**config.mk**
```make
export PLATFORM = sky130hd
export DESIGN_NAME = layer_scheduler
export DESIGN_NICKNAME = d
export VERILOG_FILES = /design/src/rtl/layer_sched_pkg.sv /design/src/rtl/sram_port_mux.sv /design/src/rtl/layer_scheduler.sv
export SDC_FILE = /design/constraint.sdc
export NUM_CORES = 1
export LEC_CHECK = 0
export CORE_AREA = 2 2 297 299
export CTS_CLUSTER_SIZE = 28
export DETAILED_ROUTE_END_ITERATION = 12
export DIE_AREA = 0 0 299 301
export GPL_ROUTABILITY_DRIVEN = 0
export MAX_ROUTING_LAYER = met4
export PLACE_DENSITY = 0.39
export SETUP_SLACK_MARGIN = 0.15
export SLEW_MARGIN = 20
export SYNTH_ARGS = -nofsm -noshare
export SYNTH_HDL_FRONTEND = slang
export SYNTH_SLANG_ARGS = --single-unit
```
**constraint.sdc**
```tcl
create_clock -name clk -period 3.1 [get_ports clk]
set_clock_uncertainty 0.15 [all_clocks]
set_input_delay 0.93 -clock clk [delete_from_list [all_inputs] [get_ports clk]]
set_output_delay 0.93 -clock clk [all_outputs]
set_load 0.005 [all_outputs]
```
**src/rtl/layer_sched_pkg.sv**
```systemverilog
// Shared constants for the layer scheduler: FSM state encoding and default widths.
package layer_sched_pkg;

    localparam int STATE_W         = 3;
    localparam int DEF_NUM_LAYERS  = 4;
    localparam int DEF_AW          = 16;
    localparam int DEF_DW          = 32;
    localparam int IDX_W           = $clog2(DEF_NUM_LAYERS);

    typedef enum logic [STATE_W-1:0] {
        S_IDLE   = 3'd0,
        S_LAUNCH = 3'd1,
        S_RUN    = 3'd2,
        S_GAP    = 3'd3,
        S_DONE   = 3'd4
    } state_t;

endpackage

```
**src/rtl/sram_port_mux.sv**
```systemverilog
// N:1 slice selector for a packed per-engine bus, forced to an idle value when inactive.
module sram_port_mux #(
    parameter int            N        = 4,
    parameter int            W        = 1,
    parameter logic [W-1:0]  IDLE_VAL = '0,
    parameter int            SW       = $clog2(N)
) (
    input  logic [N*W-1:0] bus,
    input  logic [SW-1:0]  sel,
    input  logic           active,
    output logic [W-1:0]   y
);

    assign y = active ? bus[sel*W +: W] : IDLE_VAL;

endmodule

```
**src/rtl/layer_scheduler.sv**
```systemverilog
// Sequences the layer engines one at a time and muxes the active engine onto the shared SRAMs.
// Optional cycle counter for the last completed layer: define LAYER_SCHEDULER_PERF_CNT_EN.
//
// state  | meaning
// IDLE   | waiting for start; idx holds its last value
// LAUNCH | one-cycle eng_start pulse to engine idx, bus granted
// RUN    | engine idx owns the shared SRAM ports until it finishes
// GAP    | ports idle for one cycle so the read pipeline drains
// DONE   | one-cycle done pulse
module layer_scheduler
    import layer_sched_pkg::*;
#(
    parameter int NUM_LAYERS = DEF_NUM_LAYERS,
    parameter int AW         = DEF_AW,
    parameter int DW         = DEF_DW,
    // layer 0 sits in the least-significant slice
    parameter logic [NUM_LAYERS*AW-1:0] LAYER_OFFSETS = {16'd3072, 16'd2048, 16'd1024, 16'd0}
) (
    input  logic                     clk,
    input  logic                     rst,
    input  logic                     start,
    output logic                     done,
    output logic                     busy,
    output logic [$clog2(NUM_LAYERS)-1:0] cur_layer,
    output logic                     protocol_err,
    output logic [AW-1:0]            act_offset,
    output logic [NUM_LAYERS-1:0]    eng_start,
    input  logic [NUM_LAYERS-1:0]    eng_finish,
    input  logic [NUM_LAYERS-1:0]    eng_act_cen,
    input  logic [NUM_LAYERS*4-1:0]  eng_act_wea0,
    input  logic [NUM_LAYERS*4-1:0]  eng_act_wea1,
    input  logic [NUM_LAYERS*AW-1:0] eng_act_addr0,
    input  logic [NUM_LAYERS*AW-1:0] eng_act_addr1,
    input  logic [NUM_LAYERS*DW-1:0] eng_act_wdata0,
    input  logic [NUM_LAYERS*DW-1:0] eng_act_wdata1,
    input  logic [NUM_LAYERS-1:0]    eng_weight_cen,
    input  logic [NUM_LAYERS*AW-1:0] eng_weight_addr0,
    input  logic [NUM_LAYERS*AW-1:0] eng_weight_addr1,
    output logic                     act_cen,
    output logic [3:0]               act_wea0,
    output logic [3:0]               act_wea1,
    output logic [AW-1:0]            act_addr0,
    output logic [AW-1:0]            act_addr1,
    output logic [DW-1:0]            act_wdata0,
    output logic [DW-1:0]            act_wdata1,
    output logic                     weight_cen,
    output logic [AW-1:0]            weight_addr0,
    output logic [AW-1:0]            weight_addr1,
    output logic [31:0]              last_layer_cycles
);

    localparam int IW    = $clog2(NUM_LAYERS);
    localparam int ACT_W = 1 + 8 + 2*AW + 2*DW;
    localparam int WGT_W = 1 + 2*AW;
    localparam logic [IW-1:0]    LAST_IDX = IW'(NUM_LAYERS-1);
    localparam logic [ACT_W-1:0] ACT_IDLE = {1'b1, {(ACT_W-1){1'b0}}};
    localparam logic [WGT_W-1:0] WGT_IDLE = {1'b1, {(WGT_W-1){1'b0}}};

    state_t                  state, state_nx;
    logic [IW-1:0]           idx;
    logic [NUM_LAYERS-1:0]   idx_onehot;
    logic                    stray_finish;
    logic                    accept_start;
    logic                    mux_active;

    assign idx_onehot   = NUM_LAYERS'(1) << idx;
    assign accept_start = (state == S_IDLE) && start;
    assign stray_finish = (|(eng_finish & ~idx_onehot)) ||
                          (eng_finish[idx] && (state != S_RUN));

    always_ff @(posedge clk) begin
        if (rst) begin
            state        <= S_IDLE;
            idx          <= '0;
            protocol_err <= 1'b0;
        end else begin
            state <= state_nx;
            if (accept_start)
                idx <= '0;
            else if (state == S_GAP && idx != LAST_IDX)
                idx <= idx + 1'b1;
            if (accept_start)
                protocol_err <= 1'b0;
            else if (stray_finish)
                protocol_err <= 1'b1;
        end
    end

    always_comb begin
        state_nx = state;
        case (state)
            S_IDLE:   if (start) state_nx = S_LAUNCH;
            S_LAUNCH: state_nx = S_RUN;
            S_RUN:    if (eng_finish[idx]) state_nx = S_GAP;
            S_GAP:    state_nx = (idx == LAST_IDX) ? S_DONE : S_LAUNCH;
            S_DONE:   state_nx = S_IDLE;
            default:  state_nx = S_IDLE;
        endcase
    end

    always_comb begin
        eng_start  = '0;
        done       = 1'b0;
        busy       = 1'b1;
        mux_active = 1'b0;
        case (state)
            S_IDLE:   busy = 1'b0;
            S_LAUNCH: begin
                eng_start  = idx_onehot;
                mux_active = 1'b1;
            end
            S_RUN:    mux_active = 1'b1;
            S_DONE:   done = 1'b1;
            default:  busy = 1'b1;
        endcase
    end

    assign cur_layer  = idx;
    assign act_offset = LAYER_OFFSETS[idx*AW +: AW];

    logic [NUM_LAYERS*ACT_W-1:0] act_bus;
    logic [NUM_LAYERS*WGT_W-1:0] wgt_bus;
    logic [ACT_W-1:0]            act_sel;
    logic [WGT_W-1:0]            wgt_sel;

    for (genvar g = 0; g < NUM_LAYERS; g++) begin : g_pack
        assign act_bus[g*ACT_W +: ACT_W] = {eng_act_cen[g],
                                            eng_act_wea0[g*4 +: 4], eng_act_wea1[g*4 +: 4],
                                            eng_act_addr0[g*AW +: AW], eng_act_addr1[g*AW +: AW],
                                            eng_act_wdata0[g*DW +: DW], eng_act_wdata1[g*DW +: DW]};
        assign wgt_bus[g*WGT_W +: WGT_W] = {eng_weight_cen[g],
                                            eng_weight_addr0[g*AW +: AW], eng_weight_addr1[g*AW +: AW]};
    end

    sram_port_mux #(.N(NUM_LAYERS), .W(ACT_W), .IDLE_VAL(ACT_IDLE), .SW(IW)) u_act_mux (
        .bus    (act_bus),
        .sel    (idx),
        .active (mux_active),
        .y      (act_sel)
    );

    sram_port_mux #(.N(NUM_LAYERS), .W(WGT_W), .IDLE_VAL(WGT_IDLE), .SW(IW)) u_wgt_mux (
        .bus    (wgt_bus),
        .sel    (idx),
        .active (mux_active),
        .y      (wgt_sel)
    );

    assign {act_cen, act_wea0, act_wea1, act_addr0, act_addr1, act_wdata0, act_wdata1} = act_sel;
    assign {weight_cen, weight_addr0, weight_addr1} = wgt_sel;

`ifdef LAYER_SCHEDULER_PERF_CNT_EN
    logic [31:0] run_cnt;
    logic [31:0] run_cnt_inc;
    logic [31:0] last_q;

    assign run_cnt_inc = (run_cnt == 32'hFFFF_FFFF) ? run_cnt : run_cnt + 32'd1;

    // count includes the cycle in which the finish pulse arrives
    always_ff @(posedge clk) begin
        if (rst) begin
            run_cnt <= '0;
            last_q  <= '0;
        end else if (state == S_LAUNCH) begin
            run_cnt <= '0;
        end else if (state == S_RUN) begin
            run_cnt <= run_cnt_inc;
            if (eng_finish[idx])
                last_q <= run_cnt_inc;
        end
    end

    assign last_layer_cycles = last_q;
`else
    assign last_layer_cycles = '0;
`endif

endmodule

```
Word-level counts from Yosys, hierarchy flattened
Index checks and enable logic that the tools add are counted.
W data, S select, Z words.
{"block": "word_totals", "register_bits": 6, "input_bits": 559, "out_inout_bits": 195, "elab_cells": 43}
{"block": "classes", "n_addsub": 1, "mul": 2, "magnitude_cmp": 1, "eq_ne": 9, "n_shift": 4, "muxes": 12, "bitwise_logic": 2, "n_reduce_logical": 9}
{"cell": "$shiftx A420 B10 Y105", "n": 1}
{"cell": "$shiftx A132 B9 Y33", "n": 1}
{"cell": "$mux W105", "n": 1}
{"cell": "$shiftx A64 B7 Y16 const A", "n": 1}
{"cell": "$mux W33", "n": 1}
{"cell": "$pmux W3 S4", "n": 1}
{"cell": "$mul A2 B7 Y9 const B", "n": 1}
{"cell": "$mux W3", "n": 3}
{"cell": "$mul A2 B6 Y8 const B", "n": 1}
{"cell": "$eq A3 B2 Y1 const B", "n": 2}
{"cell": "$ne A2 B2 Y1 const B", "n": 3}
{"cell": "$and A4 B4 Y4", "n": 1}
{"cell": "$mux W1", "n": 4}
{"cell": "$mux W4", "n": 1}
{"cell": "$not A4 Y4", "n": 1}
{"cell": "$reduce_or A2 Y1", "n": 2}
{"cell": "$reduce_or A4 Y1", "n": 1}
{"cell": "$shl A1 B2 Y4 const A", "n": 1}
{"cell": "$eq A3 B1 Y1 const B", "n": 1}
{"cell": "$eq A3 B3 Y1 const B", "n": 1}
{"cell": "$logic_and A1 B1 Y1", "n": 3}
{"cell": "$logic_not A3 Y1", "n": 1}
{"cell": "$lt A2 B3 Y1 const B", "n": 1}
{"cell": "$ne A3 B2 Y1 const B", "n": 1}
{"cell": "other kinds (5)", "n": 5}

Logic depth before layout (Yosys ltp)
Gate-level depths: netlist of run 1.
{"block": "depth", "ltp_word": 5, "ltp_mapped": 8, "depth_no_buf": 5}

Hierarchy
From an unflattened synthesis of run 1, not the netlist that was laid out.
{"block": "hier_totals", "cells_unflattened": 572, "area_unflattened_um2": 4899.7}
{"mod": "sram_port_mux at u_act_mux", "instances": 1, "cells_each": 362, "area_per_inst_um2": 3059.2, "seq_area_each_um2": 0.0}
{"mod": "sram_port_mux at u_wgt_mux", "instances": 1, "cells_each": 113, "area_per_inst_um2": 1027.2, "seq_area_each_um2": 0.0}
{"mod": "layer_scheduler", "instances": 1, "cells_each": 97, "area_per_inst_um2": 813.3, "seq_area_each_um2": 120.1}

Worst setup path after synthesis of run 1
No wires, ideal clock.
{"block": "synth_path", "path_kind": "input -> output", "start": "in eng_act_cen[3]", "end": "out act_cen", "arrival_time_ns": 1.684, "required_time_ns": 2.020, "setup_slack_ns": 0.336, "stages": 2, "n_path_buf": 0, "path_cell_list": "mux4_2 > or3_1"}
{"block": "synth_between", "elab_chain_cells": 2}
{"element": "start: declaration", "line_no": "layer_scheduler.sv:29", "source": "input logic [NUM_LAYERS-1:0] eng_act_cen,"}
{"element": "$shiftx A420 B10 Y105", "line_no": "sram_port_mux.sv:14", "source": "assign y = active ? bus[sel*W +: W] : IDLE_VAL;"}
{"element": "$mux W105", "line_no": "sram_port_mux.sv:14"}
{"element": "end: declaration", "line_no": "layer_scheduler.sv:39", "source": "output logic act_cen,"}
No other way between the ends.

Worst setup path after layout of run 1
{"block": "layout_path", "start": "in eng_weight_cen[2]", "end": "out weight_cen"}
{"block": "layout_between", "elab_chain_cells": 2}
{"element": "start: declaration", "line_no": "layer_scheduler.sv:36", "source": "input logic [NUM_LAYERS-1:0] eng_weight_cen,"}
{"element": "$shiftx A132 B9 Y33", "line_no": "sram_port_mux.sv:14"}
{"element": "$mux W33", "line_no": "sram_port_mux.sv:14"}
{"element": "end: declaration", "line_no": "layer_scheduler.sv:46", "source": "output logic weight_cen,"}
No other way between the ends.

==> flow_results.xml, run 1 <==
<?xml version="1.0" encoding="UTF-8"?>
<metrics>
  <group name="status">
    <metric name="status" unit="">finished with violations</metric>
    <metric name="violations" unit="">negative setup slack</metric>
  </group>
  <group name="logic_synthesis">
    <metric name="synth.ff_latch_count" unit="">6</metric>
    <metric name="syn-mean-instance-area" unit="um^2">12.4</metric>
    <metric name="synth.yosys.seq_area_share" unit="">0.0230</metric>
    <metric name="synthesized_instance_count" unit="">421</metric>
    <metric name="yosys_warnings" unit="">0</metric>
    <metric name="synthDistinctLibCells" unit="">31</metric>
    <metric name="syn_area" unit="um^2">5220</metric>
  </group>
  <group name="floorplan">
    <metric name="std_cell_rows" unit="">108</metric>
    <metric name="die_area" unit="um^2">90000</metric>
    <metric name="effective_utilization_at_floorplan" unit="">0.0603</metric>
    <metric name="fp.dieH" unit="um">301</metric>
    <metric name="die_x" unit="um">299</metric>
    <metric name="core" unit="um^2">86500</metric>
    <metric name="io_pins" unit="">754</metric>
  </group>
  <group name="setup_path">
    <metric name="timing.critical_path.arrival" unit="ns">2.04</metric>
    <metric name="cp-start-kind" unit="">input pin</metric>
    <metric name="path_type_of_the_worst_setup_path" unit="">input pin to output pin</metric>
    <metric name="end_kind" unit="">output pin</metric>
    <metric name="required" unit="ns">2.02</metric>
    <metric name="crit_fanout" unit="">1</metric>
  </group>
  <group name="detailed_routing">
    <metric name="drt-wirelength-per-cell" unit="um">21.0</metric>
    <metric name="vias_per_std_cell" unit="">3.01</metric>
    <metric name="detail-route-antenna-nets" unit="">0</metric>
    <metric name="post-route-drc-count" unit="">0</metric>
    <metric name="final_wirelength" unit="mm">48.9</metric>
    <metric name="via_count" unit="">7011</metric>
    <metric name="detailedRoute.firstPassIterationCount" unit="">4</metric>
    <metric name="detail_route.iter0.violations" unit="">271</metric>
  </group>
  <group name="power_and_ir_drop">
    <metric name="ratio_of_total_power_to_cell_area" unit="nW/um^2">183</metric>
    <metric name="power_frac_clock" unit="">0.083</metric>
    <metric name="power.sequential.fraction" unit="">0.033</metric>
    <metric name="worst_ir_drop_vdd" unit="V">0.000171</metric>
    <metric name="total_leakage_power" unit="nW">5.81</metric>
    <metric name="total_switching_power" unit="mW">1.04</metric>
    <metric name="cell_internal_pwr" unit="mW">1.59</metric>
    <metric name="share_comb_of_total_power" unit="">0.884</metric>
    <metric name="post-layout-total-power" unit="mW">2.63</metric>
    <metric name="power.share.switching" unit="">0.395</metric>
  </group>
  <group name="finish">
    <metric name="final_net_count" unit="">1730</metric>
    <metric name="synthToLayoutAreaGrowth" unit="%">175</metric>
    <metric name="layout.cells.most_common_list" unit="">clkdlybuf4s15_1 (325), buf_2 (153), mux4_2 (139)</metric>
    <metric name="commonest_non_fill_non_tap_cell_in_the_layout" unit="">clkdlybuf4s15_1</metric>
    <metric name="nFillCells" unit="">9676</metric>
    <metric name="drive_gt1_frac" unit="">0.473</metric>
  </group>
  <group name="cts">
    <metric name="clock_insertion_delay_worst_skew" unit="ns">0.23</metric>
    <metric name="clk_pin_slew_worst_paths" unit="ns">0.03</metric>
    <metric name="clockBufferDepth" unit="">2</metric>
    <metric name="tritoncts.num_buffers" unit="">3</metric>
    <metric name="ctsRootBufferMaster" unit="">clkbuf_16</metric>
    <metric name="tritoncts" unit="">done</metric>
    <metric name="cts.htree.levels" unit="">1</metric>
    <metric name="total_clock_sinks" unit="">6</metric>
    <metric name="hold_fix_buffer_count_after_cts" unit="">0</metric>
  </group>
  <group name="placed_design">
    <metric name="place_worst_setup_slack" unit="ns">-0.887</metric>
    <metric name="dp_hpwl" unit="mm">41.5</metric>
    <metric name="portBuffers" unit="">707</metric>
  </group>
  <group name="worst_hold_path">
    <metric name="hold_path_class" unit="">flop to flop</metric>
  </group>
  <group name="grt">
    <metric name="grt_max_degree" unit="">52</metric>
    <metric name="grt_pass1_vias" unit="">7590</metric>
    <metric name="antenna_found_initial" unit="">27</metric>
    <metric name="grt.total_usage" unit="">0.103</metric>
    <metric name="grt_overflow_total" unit="">0</metric>
    <metric name="first_pass_grt_wire_length" unit="mm">62.7</metric>
  </group>
  <group name="timing">
    <metric name="post-route-min-period" unit="ns">3.12</metric>
    <metric name="peak_clock_frequency_supported_by_timing" unit="GHz">0.320</metric>
    <metric name="grt_setup_unrepaired" unit="">yes</metric>
    <metric name="post-route-worst-setup-slack" unit="ns">-0.0242</metric>
    <metric name="finalSetupViolCount" unit="">1</metric>
    <metric name="report.final.slew_viol_count" unit="">0</metric>
    <metric name="final_hold_slack" unit="ns">0.315</metric>
    <metric name="layout_worst_path_cycle_share" unit="">1.01</metric>
    <metric name="finalHoldViolCount" unit="">0</metric>
  </group>
  <group name="flow_run">
    <metric name="cap_viol_max_count" unit="">0</metric>
  </group>
</metrics>
what timing repair did:
| action | 4_1_cts | 5_1_grt |
|---|---|---|
| pin swaps | 2 | 2 |
| cloned | 9 | 2 |
| gates resized for setup | 1769 | 120 |
| buffers inserted | 25 | 2 |
| endpoints found under the setup margin | 142 | 132 |
sequential cells by signal, indices dropped and copies added (netlist names):
register      cells
cur_layer         2
protocol_err      1
state             3
per-stage QoR:
stage	std cells	cell area [um^2]	setup TNS [ns]	utilization
global route	2330	14400	-0.0685	0.166
finish	2332	14400	-0.0242	0.166
CTS	2317	13900	-0.109	0.160
global placement	2279	13800	-57.71	0.159
floorplan	466	5390	0	-
detailed placement	2279	13800	-57.49	0.159
synth_stat cells:
cell type,instances,area share
clkbuf_1,14,0.010
nor2b_4,15,0.040
mux2i_1,1,0.0019
o21bai_1,1,0.0014
inv_1,5,0.0036
buf_4,49,0.070
a211oi_1,1,0.0014
ha_1,4,0.0096
or2_1,1,0.0012
nand2_1,2,0.0014
nor2_1,3,0.0022
buf_8,1,0.0029
nand2b_1,1,0.0012
and4bb_2,1,0.0024
or3_1,3,0.0036
o21ai_0,2,0.0019
xnor2_1,1,0.0017
buf_1,2,0.0014
a31oi_1,1,0.0012
mux4_2,139,0.60
conb_1,1,0.00072
buf_2,14,0.013
buf_6,18,0.039
a2111oi_0,1,0.0017
and2b_1,4,0.0058
nor3_1,3,0.0029
nor2b_1,120,0.14
and2_1,4,0.0048
xnor2_2,1,0.0031
nor3b_1,2,0.0029
dfxtp_1,6,0.023
power groups by stage:
stage | clock network (mW) | logic, mW | registers [mW]
after detailed placement | 0 | 2.35 | 0.0907
after floorplan | 0 | 0.751 | 0.0869
after global routing | 0.230 | 2.48 | 0.0886
after CTS | 0.223 | 2.16 | 0.0872
final | 0.218 | 2.32 | 0.0875
after global placement | 0 | 2.36 | 0.0903
metal layers:
layer  vias up  share of wire  GRT usage
met5         -              0          -
met4         0          0.011    0.00690
met3        40          0.095     0.0335
met2       511           0.48      0.171
met1      3390           0.41      0.125
li1       3070              -          -
worst max-delay path: stages:
cell    delay (ns)
buf_6         0.10
mux4_2        0.52
or3_4         0.35
buf_6         0.14
cell type report:
| cell class | instances | area [um^2] | area share |
|---|---|---|---|
| Sequential cell | 6 | 129 | 0.00897 |
| Timing Repair Buffer | 794 | 7630 | 0.531 |
| Multi-Input combinational cell | 357 | 5040 | 0.351 |
| Tap cell | 1155 | 1450 | 0.101 |
| Clock buffer | 4 | 78.8 | 0.00548 |
| Inverter | 5 | 18.8 | 0.00131 |
| Antenna cell | 11 | 27.5 | 0.00192 |
kinds of logic (layout without fill, tap and decap cells):
logic type	after synthesis	count (layout)	share of synthesized area
AND/OR/NAND/NOR	159	159	0.212
multiplexers	140	140	0.602
buffers and inverters	103	803	0.141
AO/OA/AOI/OAI	6	6	0.00767
flip-flops	6	6	0.0230
adder cells (fa/ha/maj)	4	4	0.00959
XOR/XNOR	2	2	0.00480
other	1	57	0.000719
final timing paths:
path                          start            to  slack (ns)  cells past startpoint
setup / recovery  eng_weight_cen[2]    weight_cen       -0.02                      4
hold reg to reg        protocol_err  protocol_err        0.32                      2
hold / removal         protocol_err  protocol_err        0.32                      2
setup reg to reg       cur_layer[0]  protocol_err        0.79                     10
(Power assumes the default switching activity.)
==> run 2, diff against run 1 <==
Settings changed: RECOVER_POWER set to 25, REMOVE_ABC_BUFFERS set to 1.
==> run 2 against run 1 <==
Effect of this change: the flow now finishes without violations; via count is 0.11% lower; flip-flop and latch count did not move; final area down 3.9%; power decreased by 5.0%; clock-buffer cell count unchanged; combinational power down 6%; utilization is 0.64 points lower; non-clock buffer count increased by 3; die area did not move; routed wire length decreased by 7.2%; clock power about the same; fmax is 2.5% higher.
==> flow_results.xml, run 2 (synthesis gave the netlist of run 1 again) <==
<?xml version="1.0" encoding="UTF-8"?>
<metrics>
  <group name="status">
    <metric name="status" unit="">finished, final reports clean</metric>
  </group>
  <group name="timing">
    <metric name="report.final.slew_viol_count" unit="">0</metric>
    <metric name="peak_clock_frequency_supported_by_timing" unit="GHz">0.328</metric>
    <metric name="relative_slew_margins" unit="">0.542</metric>
    <metric name="layout_worst_path_cycle_share" unit="">0.983</metric>
    <metric name="finalHoldViolCount" unit="">0</metric>
    <metric name="grt_setup_unrepaired" unit="">yes</metric>
    <metric name="post-route-min-period" unit="ns">3.05</metric>
    <metric name="finalSetupViolCount" unit="">0</metric>
    <metric name="tightestPinTransition" unit="ns">0.687</metric>
  </group>
  <group name="floorplan">
    <metric name="core" unit="um^2">86500</metric>
    <metric name="fp.dieH" unit="um">301</metric>
    <metric name="effective_utilization_at_floorplan" unit="">0.0603</metric>
    <metric name="io_pins" unit="">754</metric>
    <metric name="die_area" unit="um^2">90000</metric>
    <metric name="die_x" unit="um">299</metric>
    <metric name="std_cell_rows" unit="">108</metric>
  </group>
  <group name="finish">
    <metric name="area.sequential" unit="um^2">125</metric>
    <metric name="layout.cells.most_common_list" unit="">clkdlybuf4s15_1 (266), buf_2 (158), dlygate4sd2_1 (155)</metric>
    <metric name="design_area" unit="um^2">13800</metric>
    <metric name="final_net_count" unit="">1733</metric>
    <metric name="nFillCells" unit="">9795</metric>
    <metric name="largest_register_ffs" unit="">3</metric>
    <metric name="multi_input_combinational_cell_area" unit="um^2">5080</metric>
    <metric name="synthToLayoutAreaGrowth" unit="%">165</metric>
    <metric name="max_flop_register" unit="">state</metric>
    <metric name="drive_gt1_frac" unit="">0.496</metric>
    <metric name="commonest_non_fill_non_tap_cell_in_the_layout" unit="">clkdlybuf4s15_1</metric>
  </group>
  <group name="detailed_routing">
    <metric name="drt-met1-wl" unit="mm">16.6</metric>
    <metric name="detail-route-antenna-nets" unit="">0</metric>
    <metric name="wl_met2" unit="mm">23.4</metric>
    <metric name="detail_route.iter0.violations" unit="">301</metric>
    <metric name="drt-wirelength-per-cell" unit="um">19.4</metric>
    <metric name="met3RoutedLength" unit="mm">4.37</metric>
    <metric name="via_count" unit="">7003</metric>
    <metric name="post-route-drc-count" unit="">0</metric>
    <metric name="highest-signal-layer" unit="">met4</metric>
    <metric name="vias_per_std_cell" unit="">3.00</metric>
    <metric name="detailedRoute.firstPassIterationCount" unit="">4</metric>
    <metric name="final_wirelength" unit="mm">45.4</metric>
  </group>
  <group name="cts">
    <metric name="tritoncts" unit="">done</metric>
    <metric name="tritoncts.num_buffers" unit="">3</metric>
    <metric name="total_clock_sinks" unit="">6</metric>
    <metric name="clk_pin_slew_worst_paths" unit="ns">0.03</metric>
    <metric name="ctsRootBufferMaster" unit="">clkbuf_16</metric>
    <metric name="clockBufferDepth" unit="">2</metric>
    <metric name="hold_fix_buffer_count_after_cts" unit="">0</metric>
    <metric name="cts.htree.levels" unit="">1</metric>
    <metric name="clock_insertion_delay_worst_skew" unit="ns">0.23</metric>
  </group>
  <group name="setup_path">
    <metric name="crit_start" unit="">eng_act_addr1[7]</metric>
    <metric name="reg2reg_from" unit="">cur_layer[0]</metric>
    <metric name="path_cells" unit="">dlygate4sd2_1 &gt; mux4_2 &gt; nor2b_4 &gt; buf_2</metric>
    <metric name="path_type_of_the_worst_setup_path" unit="">input pin to output pin</metric>
    <metric name="cpLargestDelayFamily" unit="">multiplexers</metric>
    <metric name="r2r.worst_path.cells" unit="">6</metric>
    <metric name="max_stage_delay_cell_worst_path" unit="">mux4_2</metric>
    <metric name="cp-start-kind" unit="">input pin</metric>
    <metric name="crit_fanout" unit="">1</metric>
    <metric name="required" unit="ns">2.02</metric>
    <metric name="end_kind" unit="">output pin</metric>
    <metric name="critical-path-max-stage-delay" unit="ns">0.47</metric>
    <metric name="worstPathBufferInverterCount" unit="">2</metric>
    <metric name="timing.critical_path.arrival" unit="ns">1.97</metric>
    <metric name="cp_num_cells" unit="">4</metric>
  </group>
  <group name="power_and_ir_drop">
    <metric name="worst_ir_drop_vdd" unit="V">0.000302</metric>
    <metric name="total_leakage_power" unit="nW">5.70</metric>
    <metric name="post-layout-total-power" unit="mW">2.50</metric>
    <metric name="ratio_of_total_power_to_cell_area" unit="nW/um^2">181</metric>
  </group>
  <group name="grt">
    <metric name="first_pass_grt_wire_length" unit="mm">57.5</metric>
    <metric name="grt_overflow_total" unit="">0</metric>
    <metric name="grt_max_degree" unit="">62</metric>
    <metric name="grt.total_usage" unit="">0.0915</metric>
    <metric name="antenna_found_initial" unit="">14</metric>
    <metric name="grt_pass1_vias" unit="">7833</metric>
  </group>
  <group name="worst_hold_path">
    <metric name="timing.hold.worst.start" unit="">protocol_err</metric>
    <metric name="hold_path_class" unit="">flop to flop</metric>
    <metric name="hold-path-cell-count" unit="">2</metric>
  </group>
  <group name="flow_run">
    <metric name="cap_viol_max_count" unit="">0</metric>
  </group>
  <group name="placed_design">
    <metric name="dp_hpwl" unit="mm">38.5</metric>
    <metric name="portBuffers" unit="">707</metric>
    <metric name="placement.cell_area" unit="um^2">13800</metric>
  </group>
</metrics>
[run 2: changes by cell type in the layout (fill, tap and decap cells not counted), moves of 9 or more]
cell,delta
buf_12,-9
dlygate4sd2_1,+21
clkdlybuf4s15_1,-59
clkdlybuf4s15_2,-19
buf_4,+21
clkbuf_2,+38
clkbuf_1,+13
[run 2: report_power, final]
part           switching [mW]  leakage (nW)  internal (mW)  total (mW)
combinational           0.952          5.61           1.24        2.19
clock                  0.0444        0.0382          0.171       0.215
sequential            0.00566        0.0504         0.0829      0.0885
total                    1.00          5.70           1.50        2.50
[run 2: per-stage QoR]
step | hold slack (ns) | setup slack, ns | instances | util | setup TNS, ns
2_1_floorplan | 0.303 | -4.86 | 368 | - | -694.68
3_3_place_gp | 0.316 | -0.660 | 2294 | 0.160 | -59.09
3_5_place_dp | 0.309 | -0.678 | 2294 | 0.160 | -58.78
4_1_cts | 0.314 | 0.00533 | 2300 | 0.149 | 0
5_1_grt | 0.339 | 0.0182 | 2336 | 0.160 | 0
6_report | 0.312 | 0.0523 | 2338 | 0.160 | 0
[run 2: final timing paths]
path	endpoint	slack (ns)
setup / recovery	act_addr1[7]	0.05
hold / removal	protocol_err	0.31
setup reg to reg	protocol_err	1.11
hold reg to reg	protocol_err	0.31
[run 2: worst min-delay path, cell delays in order (launching register included)]
cell and delay, ns:
dfxtp_1 0.30, inv_1 0.05, a31oi_1 0.06
[run 2: area by class of cell]
class | instances | share of cell area
Timing Repair Buffer | 797 | 0.509
Sequential cell | 6 | 0.00906
Antenna cell | 14 | 0.00254
Clock buffer | 4 | 0.00570
Inverter | 5 | 0.00136
Multi-Input combinational cell | 357 | 0.367
Tap cell | 1155 | 0.105
[run 2: repair_timing]
item,in CTS,in global routing
endpoints found under the setup margin,142,136
pin swaps,2,2
gates cloned,1,6
resized for setup,1485,388
setup buffers,1,18
[run 2: layer usage]
layer	vias up	GRT usage
li1	3077	-
met1	3414	0.0936
met2	481	0.164
met3	31	0.0321
met4	0	0.0282
met5	-	-
==> run 3, diff against run 2 <==
Settings changed: RECOVER_POWER 25 to 50.
==> run 3 against run 2 <==
Effect of this change: utilization down 0.16 points; clock power about the same; critical endpoint unchanged; largest power group unchanged; cell count about the same; flip-flop and latch count unchanged; register-to-register slack about the same; final area down 1.0%; global-route usage unchanged; non-clock buffer count unchanged; via count about the same; power down 2.0%.
==> flow_results.xml, run 3 (synthesis gave the netlist of run 1 again) <==
<?xml version="1.0" encoding="UTF-8"?>
<metrics>
  <group name="detailed_routing">
    <metric name="drt-wirelength-per-cell" unit="um">19.4</metric>
    <metric name="detail_route.iter0.violations" unit="">270</metric>
    <metric name="met3RoutedLength" unit="mm">4.40</metric>
    <metric name="via_count" unit="">7004</metric>
    <metric name="wl_met2" unit="mm">23.4</metric>
    <metric name="detailedRoute.firstPassIterationCount" unit="">4</metric>
    <metric name="vias_per_std_cell" unit="">2.99</metric>
    <metric name="drt-met1-wl" unit="mm">16.6</metric>
    <metric name="post-route-drc-count" unit="">0</metric>
    <metric name="highest-signal-layer" unit="">met4</metric>
    <metric name="final_wirelength" unit="mm">45.4</metric>
    <metric name="detail-route-antenna-nets" unit="">0</metric>
  </group>
  <group name="cts">
    <metric name="clk_pin_slew_worst_paths" unit="ns">0.03</metric>
    <metric name="clock_insertion_delay_worst_skew" unit="ns">0.23</metric>
    <metric name="tritoncts" unit="">done</metric>
    <metric name="cts.htree.levels" unit="">1</metric>
    <metric name="total_clock_sinks" unit="">6</metric>
    <metric name="clockBufferDepth" unit="">2</metric>
    <metric name="tritoncts.num_buffers" unit="">3</metric>
    <metric name="ctsRootBufferMaster" unit="">clkbuf_16</metric>
    <metric name="hold_fix_buffer_count_after_cts" unit="">0</metric>
  </group>
  <group name="finish">
    <metric name="max_flop_register" unit="">state</metric>
    <metric name="layout.cells.most_common_list" unit="">clkdlybuf4s15_1 (266), dlygate4sd2_1 (155), buf_2 (146)</metric>
    <metric name="commonest_non_fill_non_tap_cell_in_the_layout" unit="">clkdlybuf4s15_1</metric>
    <metric name="finalCoreUtilization" unit="">0.158</metric>
    <metric name="multi_input_combinational_cell_area" unit="um^2">5020</metric>
    <metric name="area.sequential" unit="um^2">125</metric>
    <metric name="final_net_count" unit="">1733</metric>
    <metric name="largest_register_ffs" unit="">3</metric>
    <metric name="synthToLayoutAreaGrowth" unit="%">162</metric>
    <metric name="nFillCells" unit="">9817</metric>
    <metric name="drive_gt1_frac" unit="">0.477</metric>
  </group>
  <group name="setup_path">
    <metric name="critical_path.reg2reg.endpoint" unit="">protocol_err</metric>
    <metric name="crit_fanout" unit="">1</metric>
    <metric name="cpLargestDelayFamily" unit="">multiplexers</metric>
    <metric name="worstPathBufferInverterCount" unit="">2</metric>
    <metric name="path_cells" unit="">dlygate4sd2_1 &gt; mux4_2 &gt; nor2b_4 &gt; buf_2</metric>
    <metric name="timing.critical_path.arrival" unit="ns">1.97</metric>
    <metric name="required" unit="ns">2.02</metric>
    <metric name="r2r.worst_path.cells" unit="">6</metric>
    <metric name="cp_num_cells" unit="">4</metric>
    <metric name="endpoint" unit="">act_addr1[7]</metric>
    <metric name="path_type_of_the_worst_setup_path" unit="">input pin to output pin</metric>
    <metric name="timing.reg2reg.setup_slack" unit="ns">1.12</metric>
    <metric name="max_stage_delay_cell_worst_path" unit="">mux4_2</metric>
    <metric name="cp-start-kind" unit="">input pin</metric>
    <metric name="reg2reg_from" unit="">cur_layer[0]</metric>
    <metric name="critical-path-max-stage-delay" unit="ns">0.47</metric>
    <metric name="crit_start" unit="">eng_act_addr1[7]</metric>
    <metric name="end_kind" unit="">output pin</metric>
  </group>
  <group name="power_and_ir_drop">
    <metric name="total_leakage_power" unit="nW">5.58</metric>
    <metric name="ratio_of_total_power_to_cell_area" unit="nW/um^2">179</metric>
    <metric name="share_comb_of_total_power" unit="">0.876</metric>
    <metric name="cell_internal_pwr" unit="mW">1.46</metric>
    <metric name="power.sequential.fraction" unit="">0.036</metric>
    <metric name="post-layout-total-power" unit="mW">2.45</metric>
    <metric name="total_switching_power" unit="uW">988</metric>
    <metric name="worst_ir_drop_vdd" unit="V">0.000294</metric>
    <metric name="power.share.switching" unit="">0.403</metric>
    <metric name="power_frac_clock" unit="">0.088</metric>
  </group>
  <group name="grt">
    <metric name="first_pass_grt_wire_length" unit="mm">57.5</metric>
    <metric name="grt_overflow_total" unit="">0</metric>
    <metric name="grt.total_usage" unit="">0.0915</metric>
    <metric name="grt_pass1_vias" unit="">7833</metric>
    <metric name="antenna_found_initial" unit="">16</metric>
    <metric name="grt_max_degree" unit="">62</metric>
  </group>
  <group name="placed_design">
    <metric name="portBuffers" unit="">707</metric>
    <metric name="dp_hpwl" unit="mm">38.5</metric>
    <metric name="place_worst_setup_slack" unit="ns">-0.678</metric>
  </group>
  <group name="status">
    <metric name="status" unit="">finished, final reports clean</metric>
  </group>
  <group name="floorplan">
    <metric name="die_x" unit="um">299</metric>
    <metric name="std_cell_rows" unit="">108</metric>
    <metric name="core" unit="um^2">86500</metric>
    <metric name="die_area" unit="um^2">90000</metric>
    <metric name="effective_utilization_at_floorplan" unit="">0.0603</metric>
    <metric name="fp.dieH" unit="um">301</metric>
    <metric name="io_pins" unit="">754</metric>
  </group>
  <group name="flow_run">
    <metric name="cap_viol_max_count" unit="">0</metric>
  </group>
  <group name="timing">
    <metric name="final_hold_slack" unit="ns">0.312</metric>
    <metric name="finalSetupViolCount" unit="">0</metric>
    <metric name="relative_slew_margins" unit="">0.558</metric>
    <metric name="layout_worst_path_cycle_share" unit="">0.982</metric>
    <metric name="post-route-worst-setup-slack" unit="ns">0.0543</metric>
    <metric name="report.final.slew_viol_count" unit="">0</metric>
    <metric name="tightestPinTransition" unit="ns">0.664</metric>
    <metric name="peak_clock_frequency_supported_by_timing" unit="GHz">0.328</metric>
    <metric name="grt_setup_unrepaired" unit="">yes</metric>
    <metric name="finalHoldViolCount" unit="">0</metric>
    <metric name="post-route-min-period" unit="ns">3.05</metric>
  </group>
  <group name="worst_hold_path">
    <metric name="hold_path_class" unit="">flop to flop</metric>
  </group>
</metrics>
-- run 3: cell count changes in the layout (fill, tap and decap cells not counted), sizes merged --
cell and change:
diode +2, clkbuf +18, buf -18
-- run 3: power by group through the flow --
stage	logic, mW	clock network, mW	registers [mW]
2_1_floorplan	0.661	0	0.120
5_1_grt	2.30	0.226	0.0892
3_3_place_gp	2.32	0	0.0882
3_5_place_dp	2.32	0	0.0882
6_report	2.14	0.215	0.0885
4_1_cts	2.01	0.220	0.0883
-- run 3: worst min-delay path by stage --
stage	start	to	slack, ns	cells after the start
after floorplan	protocol_err	protocol_err	0.30	2
after CTS	protocol_err	protocol_err	0.31	2
after detailed placement	protocol_err	protocol_err	0.31	2
after global placement	protocol_err	protocol_err	0.32	2
after global routing	protocol_err	protocol_err	0.34	2
final	protocol_err	protocol_err	0.31	2
-- run 3: cell type report --
class | instances | share of cell area
diodes | 16 | 0.00293
well taps | 1155 | 0.106
flip-flops and latches | 6 | 0.00915
inverters | 5 | 0.00137
multi-input cells | 357 | 0.367
repair buffers | 797 | 0.508
clock buffers | 4 | 0.00576
-- run 3: metal layers --
metal / global-route usage / vias up
met1: 0.0936 / 3411
li1: - / 3081
met3: 0.0321 / 29
met4: 0.0282 / 0
met2: 0.164 / 483
met5: - / -
-- run 3: timing repair --
| item | in CTS | in global routing |
|---|---|---|
| cloned | 1 | 6 |
| setup endpoints to repair | 142 | 136 |
| buffers inserted | 1 | 18 |
| pin swaps | 2 | 2 |
| resized for setup | 1485 | 388 |
-- run 3: worst reg2reg max path: stages (launching register included) --
cell and delay, ns:
dfxtp_4 0.40, buf_16 0.18, buf_4 0.18, ha_2 0.21, inv_1 0.06, a2111oi_0 0.50
a31oi_1 0.14
-- run 3: stage by stage --
stage                     instance area (um^2)  cells  TNS [ns]
after detailed placement                 13800   2294    -58.78
after global routing                     13700   2337         0
after global placement                   13800   2294    -59.09
after CTS                                12900   2300         0
after floorplan                           4670    368   -694.68
final                                    13700   2340         0
